[config.mk]
export PLATFORM = sky130hd
export DESIGN_NAME = lbist_pattern_source
export DESIGN_NICKNAME = d
export VERILOG_FILES = /design/src/rtl/lbist_pkg.sv /design/src/rtl/lbist_lfsr.sv /design/src/rtl/lbist_pattern_source.sv
export SDC_FILE = /design/constraint.sdc
export NUM_CORES = 1
export LEC_CHECK = 0
export CORE_MARGIN = 2
export CORE_UTILIZATION = 49
export DETAILED_ROUTE_END_ITERATION = 10
export GPL_TIMING_DRIVEN = 0
export PLACE_DENSITY = 0.8
export SLEW_MARGIN = 20
export SYNTH_ARGS = -nofsm -noshare
export SYNTH_HDL_FRONTEND = slang
export SYNTH_SLANG_ARGS = --single-unit
[constraint.sdc]
create_clock -name clk -period 2.1 [get_ports clk]
set_input_delay 0.42 -clock clk [delete_from_list [all_inputs] [get_ports clk]]
set_output_delay 0.42 -clock clk [all_outputs]
set_load 0.005 [all_outputs]
[src/rtl/lbist_pkg.sv]
// Shared constants and FSM state type for the LBIST pattern source.
package lbist_pkg;

    localparam int          LBIST_WIDTH        = 8;
    localparam logic [7:0]  LBIST_POLY         = 8'hB8;
    localparam logic [7:0]  LBIST_SEED_DEFAULT = 8'h01;

    typedef enum logic [1:0] {
        ST_IDLE,
        ST_APPLY,
        ST_PRESENT,
        ST_DONE
    } lbist_state_e;

endpackage

[src/rtl/lbist_lfsr.sv]
// Right-shifting Galois LFSR with synchronous load and step enable.
module lbist_lfsr
    import lbist_pkg::*;
#(
    parameter int               WIDTH        = LBIST_WIDTH,
    parameter logic [WIDTH-1:0] POLY         = WIDTH'(LBIST_POLY),
    parameter logic [WIDTH-1:0] SEED_DEFAULT = WIDTH'(LBIST_SEED_DEFAULT)
) (
    input  logic             clk,
    input  logic             rst,
    input  logic             load,
    input  logic [WIDTH-1:0] seed,
    input  logic             step,
    output logic [WIDTH-1:0] q
);

    always_ff @(posedge clk or negedge rst) begin
        if (!rst) begin
            q <= SEED_DEFAULT;
        end else if (load) begin
            q <= seed;
        end else if (step) begin
            q <= q[0] ? ((q >> 1) ^ POLY) : (q >> 1);
        end
    end

endmodule

[src/rtl/lbist_pattern_source.sv]
// LBIST stimulus/capture: drives LFSR patterns into the CUT and hands each
// pattern/response pair downstream over valid/ready for a fixed session budget.
module lbist_pattern_source
    import lbist_pkg::*;
#(
    parameter int               WIDTH        = LBIST_WIDTH,
    parameter int               NUM_PATTERNS = 255,
    parameter logic [WIDTH-1:0] POLY         = WIDTH'(LBIST_POLY),
    parameter logic [WIDTH-1:0] SEED_DEFAULT = WIDTH'(LBIST_SEED_DEFAULT)
) (
    input  logic             clk,
    input  logic             rst,
    input  logic             start,
    input  logic             seed_load,
    input  logic [WIDTH-1:0] seed,
    output logic [WIDTH-1:0] cut_stim,
    input  logic [WIDTH-1:0] cut_resp,
    output logic [WIDTH-1:0] sig_in,
    output logic [WIDTH-1:0] sig_out,
    output logic             sig_valid,
    input  logic             sig_ready,
    output logic             busy,
    output logic             done,
    output logic [7:0]       pat_cnt
);

    lbist_state_e     state;
    logic [WIDTH-1:0] seed_reg;
    logic [WIDTH-1:0] seed_clean;
    logic             idle_like;
    logic             lfsr_load;
    logic [WIDTH-1:0] lfsr_seed;
    logic             lfsr_step;
    logic             last_pat;

    // An all-zero seed would lock the LFSR, so it is replaced by the default.
    assign seed_clean = (seed == '0) ? SEED_DEFAULT : seed;
    assign idle_like  = (state == ST_IDLE) || (state == ST_DONE);
    assign lfsr_load  = idle_like && start;
    assign lfsr_seed  = seed_load ? seed_clean : seed_reg;
    assign lfsr_step  = (state == ST_PRESENT) && sig_valid && sig_ready;
    assign last_pat   = (pat_cnt + 8'd1) == 8'(NUM_PATTERNS);

    lbist_lfsr #(
        .WIDTH        (WIDTH),
        .POLY         (POLY),
        .SEED_DEFAULT (SEED_DEFAULT)
    ) u_lfsr (
        .clk  (clk),
        .rst  (rst),
        .load (lfsr_load),
        .seed (lfsr_seed),
        .step (lfsr_step),
        .q    (cut_stim)
    );

    always_ff @(posedge clk or negedge rst) begin
        if (!rst) begin
            state     <= ST_IDLE;
            seed_reg  <= SEED_DEFAULT;
            sig_in    <= '0;
            sig_out   <= '0;
            sig_valid <= 1'b0;
            busy      <= 1'b0;
            done      <= 1'b0;
            pat_cnt   <= '0;
        end else begin
            case (state)
                ST_IDLE, ST_DONE: begin
                    if (seed_load) seed_reg <= seed_clean;
                    if (start) begin
                        pat_cnt <= '0;
                        done    <= 1'b0;
                        busy    <= 1'b1;
                        state   <= ST_APPLY;
                    end
                end
                ST_APPLY: begin
                    sig_in    <= cut_stim;
                    sig_out   <= cut_resp;
                    sig_valid <= 1'b1;
                    state     <= ST_PRESENT;
                end
                ST_PRESENT: begin
                    if (sig_ready) begin
                        sig_valid <= 1'b0;
                        pat_cnt   <= pat_cnt + 8'd1;
                        if (last_pat) begin
                            done  <= 1'b1;
                            busy  <= 1'b0;
                            state <= ST_DONE;
                        end else begin
                            state <= ST_APPLY;
                        end
                    end
                end
                default: state <= ST_IDLE;
            endcase
        end
    end

endmodule

==> flow_metrics.env <==
export IMPL_min_period_ns=1.81
export IMPL_syn_nets=231
export IMPL_rsz0062_at_grt="no"
export IMPL_r2r_end="u_lfsr.q[5]$_DFFE_PN0P_"
export IMPL_slew_headroom_pct=65.3
export IMPL_worstPathRequired_ns=2.32
export IMPL_dieArea_um2=5120
export IMPL_cts_setup_buffers=0
export IMPL_grt_pass1_wl_um=7600
export IMPL_cpMaxStageDelayCell="dfrtp_1"
export IMPL_grt_max_degree=31
export IMPL_critPathLaunchType="register"
export IMPL_worstPathArrival_ns=2.04
export IMPL_drt_iter0_drc=115
export IMPL_synthFlopType="dfrtp_1"
export IMPL_die_w_um=71.5
export IMPL_track_usage_pct=19.2
export IMPL_clock_sinks=45
export IMPL_seq_area_frac_synth_pct=50.5
export IMPL_hp_class="in2async"
export IMPL_clk_pin_slew_worst_paths_ns=0.08
export IMPL_yosysWarnings=0
export IMPL_synthDistinctLibCells=35
export IMPL_antenna_found_initial=0
export IMPL_seqPwrFrac_pct=38.8
export IMPL_fin_area_um2=2960
export IMPL_postCtsHoldBufs=0
export IMPL_firstDrtPassIters=4
export IMPL_r2r_start="state[0]$_DFFE_PN0P_"
export IMPL_yosys_area_top_type="dfrtp_1"
export IMPL_crit_path_max_fanout=10
export IMPL_synthTopCellsByCount="dfrtp_1 (43), nand2_1 (25), mux2_2 (24)"
export IMPL_clock_path_buffers=2
export IMPL_via_count=1717
export IMPL_crit_chain="inv_1 -> ha_1 -> buf_2 -> nand2_1 -> clkbuf_1 -> o211ai_1 -> o21ai_0"
export IMPL_crit_buf_inv=3
export IMPL_io_buffers=55
export IMPL_ios=56
export IMPL_drv_slew=0
export IMPL_avgSynthCellArea_um2=10.9
export IMPL_dpl_hpwl_um=3330
export IMPL_grt_overflow=0
export IMPL_end_kind="register"
export IMPL_syn_inst=205
export IMPL_cpPeakStageDelay_ns=0.40
export IMPL_whs_ns=0.0315
export IMPL_clockRootBuffer="clkbuf_8"
export IMPL_tritoncts="yes"
export IMPL_power_leakage_uw=0.00123
export IMPL_clock_latency_ns=0.30
export IMPL_synthArstFlopShare_pct=100
export IMPL_drc=0
export IMPL_dpl_cell_area_um2=2870
export IMPL_via_per_inst=5.35
export IMPL_switchingPower_uw=1250
export IMPL_placed_cells=313
export IMPL_synthTopCellsByArea="dfrtp_1 (48%), mux2_2 (12%), mux2i_1 (4.5%)"
export IMPL_fmax_ghz=0.551
export IMPL_synth_top_area_share_pct=48.2
export IMPL_setup_viol=0
export IMPL_critical_path_top_delay_family="buffers and inverters"
export IMPL_initial_utilization_pct=51.0
export IMPL_status="finished clean"
export IMPL_synth_edf_count=0
export IMPL_power_uw=3780
export IMPL_syn_to_final_growth_pct=32.3
export IMPL_critical_path_class="reg2reg"
export IMPL_p_int_uw=2530
export IMPL_irDropWorstVdd_v=0.000528
export IMPL_pwr_share_clk_pct=14.6
export IMPL_finalClockSkew_ns=0.00612
export IMPL_chipHeight_um=71.5
export IMPL_fin_cells=321
export IMPL_reg2reg_depth=7
export IMPL_switching_share_pct=33.0
export IMPL_synth_seq_cells=45
export IMPL_netlist_area_um2=2230
export IMPL_fin_crit_sh_pct=86.4
export IMPL_grt_pass1_vias=1602
export IMPL_drive_gt1_share_pct=17.1
export IMPL_routedWlPerCell_um=14.1
export IMPL_power_density_nw_per_um2=1280
export IMPL_fin_nets=294
export IMPL_regToRegSetupSlack_ns=0.29
export IMPL_tightest_slew_ns=0.517
export IMPL_gp_congestion=0.861
export IMPL_num_antenna_cells=0
export IMPL_numCtsBuffers=5
export IMPL_synth_most_common_cell="dfrtp_1"
export IMPL_maxCapViolations=0
export IMPL_rows=24
export IMPL_combPwrFrac_pct=46.6
export IMPL_wl_um=4520
export IMPL_tns_ns=0
export IMPL_report_final_hold_viol_count=0
export IMPL_h_tree_depth=2
export IMPL_core_um2=4380
export IMPL_ant_nets=0
export IMPL_cts_resized=0
metrics by stage:
step	utilization [%]	setup WS (ns)
after floorplan	-	0.546
after global placement	65.0	-0.603
after detailed placement	65.4	0.120
after CTS	67.4	0.280
after global routing	67.4	0.0949
final	67.4	0.286
worst reg2reg max path: stages, from the launching register on:
cell and delay (ns):
dfrtp_1 0.40, inv_1 0.06, ha_1 0.31, buf_2 0.19, nand2_1 0.21, clkbuf_1 0.34
o211ai_1 0.15, o21ai_0 0.09
area by class of cell:
cell class	instances	area, um^2
sequential	45	1130
tap	52	65.1
buffer	12	61.3
fill	356	1430
timing repair buffer	56	566
multi-input combinational	142	1020
clock buffer	8	90.1
inverter	6	22.5
layout by cell type (no fill, tap or decap), types with 3 or more instances in the layout:
cell,n
nand4_1,4
mux2_2,24
o21ai_0,11
ha_1,5
xnor2_1,4
nand2_1,25
o211ai_1,5
dfrtp_1,43
nor2b_1,7
a21oi_1,9
inv_1,6
nor2_1,6
clkbuf_8,6
buf_2,8
nand2b_1,3
clkbuf_1,6
nand3_1,4
clkdlybuf4s50_1,54
a211oi_1,4
nor3_1,6
mux2i_1,10
per-layer routing:
metal | part of all wire (%) | wire, um | GRT usage, %
met3 | 4.2 | 188 | 3.94
met5 | 0 | 0 | 0
met1 | 47 | 2120 | 25.2
met2 | 47 | 2150 | 31.6
met4 | 1.5 | 69 | 6.92
power by group through the flow:
stage / Clock, uW / Combinational [uW] / Sequential [uW]
finish: 551 / 1760 / 1470
global route: 604 / 1940 / 1510
CTS: 568 / 1790 / 1470
detailed placement: 0 / 1780 / 1490
global placement: 0 / 1720 / 1470
floorplan: 0 / 987 / 1470
logic make-up (layout without fill, tap and decap cells):
kind of cell	after synthesis	count (layout)	share of synthesized area (%)
muxes	35	35	17.2
buffers and inverters	18	82	3.75
AOI/OAI and AO/OA	37	37	10.4
and+or+nand+nor	61	61	13.8
xor gates and xnor gates	4	4	1.57
adders and majority gates	5	5	2.80
DFF	45	45	50.5
how the worst max path moves through the flow:
stage / from / cells after the start / slack (ns) / endpoint
after global placement: rst / 1 / -0.60 / sig_out[5]$_DFFE_PN0P_
final: state[0]$_DFFE_PN0P_ / 7 / 0.29 / u_lfsr.q[5]$_DFFE_PN0P_
after global routing: state[0]$_DFFE_PN0P_ / 7 / 0.09 / u_lfsr.q[5]$_DFFE_PN0P_
after CTS: state[0]$_DFFE_PN0P_ / 7 / 0.28 / u_lfsr.q[5]$_DFFE_PN0P_
after detailed placement: sig_ready / 6 / 0.12 / u_lfsr.q[7]$_DFFE_PN0P_
after floorplan: state[0]$_DFFE_PN0P_ / 7 / 0.55 / u_lfsr.q[5]$_DFFE_PN0P_
(Power assumes the default switching activity.)
